`src/rtl/peak_dpu_lsu.sv`:
```
// Load/store execution unit: one data-bus access per ld/st op, load extension for writeback,
// misalign detection and bus-error/timeout access faults. Single outstanding access.
module peak_dpu_lsu #(
  parameter int unsigned TO_CYC = 255
) (
  input  logic        clk,
  input  logic        rst,
  input  logic        ls_req_vld,
  output logic        ls_req_rdy,
  input  logic [2:0]  ls_op,
  input  logic [31:0] ls_base,
  input  logic [31:0] ls_imm,
  input  logic [31:0] ls_st_data,
  input  logic [4:0]  ls_wr_addr,
  output logic        dbus_req_vld,
  input  logic        dbus_req_rdy,
  output logic [31:0] dbus_req_addr,
  output logic        dbus_req_we,
  output logic [3:0]  dbus_req_be,
  output logic [31:0] dbus_req_wdata,
  input  logic        dbus_rsp_vld,
  input  logic [31:0] dbus_rsp_rdata,
  input  logic        dbus_rsp_err,
  output logic        wb_vld,
  output logic [4:0]  wb_addr,
  output logic [31:0] wb_data,
  output logic        ls_done,
  output logic        ls_exc_vld,
  output logic [3:0]  ls_exc_code,
  output logic [31:0] ls_exc_addr
);

  localparam int unsigned CW = 16;
  localparam logic [2:0] OP_LB = 3'd0, OP_LH = 3'd1, OP_LW = 3'd2, OP_LBU = 3'd3,
                         OP_LHU = 3'd4, OP_SB = 3'd5, OP_SH = 3'd6, OP_SW = 3'd7;

  typedef enum logic [2:0] {S_IDLE, S_REQ, S_RSP, S_DONE, S_EXC} state_t;

  state_t          state, state_nxt;
  logic [2:0]      op_q;
  logic [31:0]     ea_q, wdata_q, data_q;
  logic [3:0]      be_q;
  logic [4:0]      wr_addr_q;
  logic            fault_q;
  logic [CW-1:0]   cnt_q;

  logic [31:0] ea_c, wdata_c, lane_c, ext_c;
  logic [3:0]  be_c;
  logic        is_byte_c, is_half_c, is_word_c, misalign_c, accept_c, timeout_c, store_q_c;

  // Decode of the incoming op, evaluated only at accept
  always_comb begin
    ea_c      = ls_base + ls_imm;
    is_byte_c = (ls_op == OP_LB) || (ls_op == OP_LBU) || (ls_op == OP_SB);
    is_half_c = (ls_op == OP_LH) || (ls_op == OP_LHU) || (ls_op == OP_SH);
    is_word_c = (ls_op == OP_LW) || (ls_op == OP_SW);
    misalign_c = (is_half_c && ea_c[0]) || (is_word_c && (ea_c[1:0] != 2'b00));
    be_c      = 4'b1111;
    wdata_c   = ls_st_data;
    if (is_byte_c) begin
      be_c    = 4'b0001 << ea_c[1:0];
      wdata_c = {4{ls_st_data[7:0]}};
    end else if (is_half_c) begin
      be_c    = ea_c[1] ? 4'b1100 : 4'b0011;
      wdata_c = {2{ls_st_data[15:0]}};
    end
    accept_c  = ls_req_vld && (state == S_IDLE);
    timeout_c = cnt_q >= CW'(TO_CYC - 1);
    store_q_c = op_q >= OP_SB;
  end

  // Lane select and sign/zero extension of the returned word
  always_comb begin
    lane_c = dbus_rsp_rdata >> {ea_q[1:0], 3'b000};
    case (op_q)
      OP_LB:   ext_c = {{24{lane_c[7]}}, lane_c[7:0]};
      OP_LH:   ext_c = {{16{lane_c[15]}}, lane_c[15:0]};
      OP_LBU:  ext_c = {24'd0, lane_c[7:0]};
      OP_LHU:  ext_c = {16'd0, lane_c[15:0]};
      default: ext_c = dbus_rsp_rdata;
    endcase
  end

  always_comb begin
    state_nxt = state;
    case (state)
      S_IDLE: if (accept_c) state_nxt = misalign_c ? S_EXC : S_REQ;
      S_REQ:  if (dbus_req_rdy) state_nxt = S_RSP;
              else if (timeout_c) state_nxt = S_DONE;
      S_RSP:  if (dbus_rsp_vld || timeout_c) state_nxt = S_DONE;
      default: state_nxt = S_IDLE;
    endcase
  end

  always_ff @(posedge clk or posedge rst) begin
    if (rst) state <= S_IDLE;
    else     state <= state_nxt;
  end

  // Op context, timeout counter and captured load data
  always_ff @(posedge clk or posedge rst) begin
    if (rst) begin
      op_q      <= 3'd0;
      ea_q      <= 32'd0;
      wdata_q   <= 32'd0;
      data_q    <= 32'd0;
      be_q      <= 4'd0;
      wr_addr_q <= 5'd0;
      fault_q   <= 1'b0;
      cnt_q     <= '0;
    end else begin
      if (accept_c) begin
        op_q      <= ls_op;
        ea_q      <= ea_c;
        wdata_q   <= wdata_c;
        be_q      <= be_c;
        wr_addr_q <= ls_wr_addr;
        fault_q   <= 1'b0;
        cnt_q     <= '0;
      end
      if (state == S_REQ || state == S_RSP) cnt_q <= cnt_q + CW'(1);
      if (state == S_REQ && !dbus_req_rdy && timeout_c) fault_q <= 1'b1;
      if (state == S_RSP) begin
        if (dbus_rsp_vld) begin
          data_q  <= ext_c;
          fault_q <= dbus_rsp_err;
        end else if (timeout_c) begin
          fault_q <= 1'b1;
        end
      end
    end
  end

  // Outputs are decoded from the state register and the registered op context
  assign ls_req_rdy     = (state == S_IDLE);
  assign dbus_req_vld   = (state == S_REQ);
  assign dbus_req_addr  = dbus_req_vld ? {ea_q[31:2], 2'b00} : 32'd0;
  assign dbus_req_we    = dbus_req_vld && store_q_c;
  assign dbus_req_be    = dbus_req_vld ? be_q : 4'd0;
  assign dbus_req_wdata = dbus_req_vld ? wdata_q : 32'd0;
  assign ls_done        = (state == S_DONE) || (state == S_EXC);
  assign ls_exc_vld     = (state == S_EXC) || ((state == S_DONE) && fault_q);
  assign ls_exc_code    = (state == S_EXC) ? (store_q_c ? 4'd6 : 4'd4) :
                          ls_exc_vld       ? (store_q_c ? 4'd7 : 4'd5) : 4'd0;
  assign ls_exc_addr    = ls_exc_vld ? ea_q : 32'd0;
  assign wb_vld         = (state == S_DONE) && !fault_q && !store_q_c && (wr_addr_q != 5'd0);
  assign wb_addr        = wb_vld ? wr_addr_q : 5'd0;
  assign wb_data        = wb_vld ? data_q : 32'd0;

endmodule
```
`config.mk`:
```
export PLATFORM = sky130hd
export DESIGN_NAME = peak_dpu_lsu
export DESIGN_NICKNAME = d
export VERILOG_FILES = /design/src/rtl/peak_dpu_lsu.sv
export SDC_FILE = /design/constraint.sdc
export NUM_CORES = 1
export LEC_CHECK = 0
export CORE_MARGIN = 1
export CORE_UTILIZATION = 47
export CTS_CLUSTER_DIAMETER = 80
export CTS_CLUSTER_SIZE = 16
export DETAILED_ROUTE_END_ITERATION = 6
export GPL_TIMING_DRIVEN = 1
export PLACE_DENSITY = 0.85
export SYNTH_ARGS = -nofsm -noshare
export SYNTH_HDL_FRONTEND = slang
export SYNTH_SLANG_ARGS = --single-unit
```
`constraint.sdc`:
```
create_clock -name clk -period 5.8 [get_ports clk]
set_input_delay 1.74 -clock clk [delete_from_list [all_inputs] [get_ports clk]]
set_output_delay 1.74 -clock clk [all_outputs]
set_load 0.02 [all_outputs]
```
==> out/metrics.csv, run 1 <==
stage,metric,value,unit
timing,Fmax,199,MHz
timing,final period utilization,0.867,
synthesis,post-synth top area share,0.378,
placement,GPL Wtd Cong,0.944,
floorplan,Core Rows,48,
floorplan,IO Count,289,
critical_path,worst path cell trace,"nor2b_1, and2_1, nand2_1, nor2_1, o21a_1, and2_1, clkdlybuf4s50_1",
critical_path,R2R Path End,ea_q[17],
finish,share of cells above drive strength 1,0.0482,
cts,H-tree Lvls,4,
worst_hold_path,Worst Hold Class,flip-flop to flip-flop,
critical_path,Crit Path Category,flip-flop to primary output,
synthesis,synth warn,0,
cts,Post-CTS Setup Bufs,0,
global_route,GRT Total Usage,0.294,
finish,ant diodes,0,
critical_path,total stage count of the critical path,7,
floorplan,chip width,136,um
timing,max_slew headroom,0.255,
critical_path,Critical path buffers and inverters,1,
cts,worst skew pair latency,0.42,ns
flow_run,max-capacitance violation count,0,
drt,Via Count,8612,
synthesis,share of flip-flops with an asynchronous set or reset,1.00,
power_and_ir_drop,Power Total,5170,uW
critical_path,crit end category,primary output,
cts,CTS tree,yes,
synthesis,Post-Syn Area,8480,um^2
timing,Max Clock Skew,0.00935,ns
status,status,"finished, final reports clean",
floorplan,Core Box Area,17500,um^2
critical_path,Worst path slowest cell,o21a_1,
timing,count of pins over their slew limit,0,
cts,Root Driver,clkbuf_16,
placement,Port Buf Inserts,285,
synthesis,Synth area leader,dfrtp_1,
global_route,first-pass GRT wire length,42200,um
critical_path,worst reg-to-reg setup slack,3.38,ns
synthesis,post-synthesis sequential area ratio,0.378,
drt,initial drt markers,485,
power_and_ir_drop,pwr dens,427,nW/um^2
synthesis,Area contributors post-synth,"dfrtp_1 38%, and2_1 10%, nand2_1 8.5%",
drt,vias per cell,5.62,
synthesis,Post-synth EDFFs,0,
timing,total negative slack,0,ns
synthesis,Synth Instances,1035,
timing,Final Hold Fails,0,
drt,Residual DRC,0,
drt,DRT Pass-1 Iters,6,
cts,number of CTS-inserted buffers,17,
critical_path,critical path endpoint,wb_data[22],
placement,DP HPWL,20000,um
floorplan,die height,136,um
timing,RSZ-0062 raised after global routing,false,
synthesis,main flop type after synthesis,dfrtp_1,
timing,count of final setup violators,0,
global_route,initial antenna violation count,2,
critical_path,crit path max fanout,33,
critical_path,"CP delay by family, top",simple AND/OR/NAND/NOR gates,
critical_path,worst setup path startpoint,state[2],
cts,maximum clock path buffer count,2,
critical_path,Worst setup SP type,flip-flop,
cts,clk sinks,128,
cts,Worst-path clk slew,0.05,ns
finish,Nets,1470,
cts,# hold bufs at CTS,0,
synthesis,count of cell types in the netlist,64,
finish,layout filler cell count,1351,
synthesis,"flops & latches, synth",128,
drt,Detail Route Antenna Nets,0,
critical_path,CP arrival,3.29,ns
timing,worst slew pin tran,1.11,ns
critical_path,cell mode on critical path,and2_1,
drt,drt total wl,26800,um
power_and_ir_drop,static leakage,0.00522,uW
global_route,overflow left after global routing,0,
power_and_ir_drop,"IR drop worst, VDD",0.000309,V
critical_path,Critical Path RT,4.06,ns
global_route,pin count of the biggest net entering global routing,98,
cts,post-CTS sizing,0,
critical_path,r2r startpoint,state[2],
critical_path,delay of the slowest critical-path stage,0.70,ns
finish,Area Overhead vs Synth,42.6,%
drt,WL/cell,17.5,um
synthesis,syn avg cell area,8.20,um^2
critical_path,R2R depth,7,
floorplan,Die ar.,18600,um^2
global_route,number of global-route vias before repair,8361,
worst_hold_path,hold path cells,2,
timing,Period minus WS final,5.03,ns
floorplan,initial cell density of the core,0.485,
## synthesized netlist by cell type (5+ instances only)
| master | count |
|---|---|
| a211oi_1 | 5 |
| a21o_1 | 10 |
| a21oi_1 | 66 |
| a31oi_1 | 7 |
| and2_1 | 139 |
| and3_1 | 6 |
| clkbuf_1 | 48 |
| dfrtp_1 | 128 |
| ha_1 | 33 |
| inv_1 | 15 |
| mux2i_1 | 36 |
| nand2_1 | 191 |
| nand2b_1 | 10 |
| nand3_1 | 17 |
| nand4_1 | 5 |
| nor2_1 | 61 |
| nor2b_1 | 6 |
| nor3_1 | 10 |
| o211ai_1 | 5 |
| o21a_1 | 9 |
| o21ai_0 | 84 |
| o21ai_1 | 29 |
| o21bai_1 | 6 |
| o221ai_1 | 8 |
| o22ai_1 | 9 |
| o31ai_1 | 14 |
| xnor2_1 | 12 |
| xor2_1 | 12 |
## how the worst min path moves through the flow
stage	slack, ns	start	to
6_report	0.47	data_q[10]	data_q[10]
3_3_place_gp	0.44	be_q[1]	be_q[1]
5_1_grt	0.49	data_q[12]	data_q[12]
4_1_cts	0.47	data_q[12]	data_q[12]
2_1_floorplan	0.43	be_q[0]	be_q[0]
3_5_place_dp	0.46	wdata_q[0]	wdata_q[0]
## kinds of logic (layout without fill, tap and decap cells)
| group | count (synthesis) | count (layout) | share of synthesized area |
|---|---|---|---|
| AOI/OAI and AO/OA | 275 | 275 | 0.202 |
| buffers and inverters | 74 | 344 | 0.0347 |
| adders and majority gates | 34 | 34 | 0.0510 |
| DFF | 128 | 128 | 0.378 |
| and+or+nand+nor | 461 | 461 | 0.264 |
| muxes | 38 | 38 | 0.0451 |
| other | 1 | 3 | 0.000442 |
| xor gates and xnor gates | 24 | 24 | 0.0248 |
## routing by layer
metal | global-route usage | share of wire
met1 | 0.364 | 0.41
met2 | 0.483 | 0.47
met3 | 0.0727 | 0.087
met4 | 0.127 | 0.032
met5 | 0 | 0.00048
## flip-flops by register name (all words and copies together) (netlist names)
register,cells
state,3
data_q,32
wdata_q,32
be_q,4
ea_q,32
fault_q,1
cnt_q,16
wr_addr_q,5
op_q,3
## placed cells by master (no fill, tap or decap), drive strengths merged, types with 3 or more instances in the layout
cell type and instances:
o221ai 8, o21ai 114, clkinv 3, clkdlybuf4s50 285
and3 6, and2 143, buf 12, clkinvlp 4
ha 33, a41oi 3, nor2 61, conb 3
o22ai 9, a211oi 8, nand2b 10, xor2 12
a31oi 8, o211ai 7, dfrtp 128, xnor2 12
nand4 5, mux2i 36, o21a 9, inv 20
nand3 17, and4 3, nor3 10, o31ai 15
clkbuf 18, a21o 10, nor2b 6, nand2 191
o21bai 6, a21oi 67
## final cells by class
type / instances / area (um^2) / area share
Sequential cell: 128 / 3200 / 0.265
Inverter: 15 / 61.3 / 0.00507
Multi-Input combinational cell: 835 / 5010 / 0.414
Timing Repair Buffer: 297 / 2960 / 0.244
Tap cell: 225 / 282 / 0.0233
Clock buffer: 18 / 439 / 0.0363
Clock inverter: 14 / 153 / 0.0126
## through the flow
| stage | area, um^2 | hold slack (ns) | setup WS (ns) | std cells | utilization |
|---|---|---|---|---|---|
| after detailed placement | 11500 | 0.459 | 1.05 | 1500 | 0.659 |
| final | 12100 | 0.475 | 0.772 | 1532 | 0.693 |
| after global placement | 11500 | 0.444 | 1.08 | 1500 | 0.659 |
| after floorplan | 8490 | 0.430 | 0.647 | 1037 | - |
| after CTS | 12100 | 0.473 | 0.735 | 1532 | 0.693 |
| after global routing | 12100 | 0.492 | 0.450 | 1532 | 0.693 |
## tightest hold or removal path, cell delays in order, from the launching register on
cell	delay [ns]
dfrtp_1	0.33
nand2_1	0.05
o31ai_1	0.05
## power breakdown
part / leakage, uW / internal, uW / switching [uW]
clock: 0.000280 / 649 / 428
combinational: 0.00335 / 1080 / 1430
sequential: 0.00160 / 1280 / 310
total: 0.00522 / 3010 / 2170
Power figures use the tool's default switching activity.
==> run 2: changes to the inputs <==
TNS_END_PERCENT = 10   (was default)
==> results of run 2 <==
The final DEF is identical to that of run 1; final timing and power are the same.
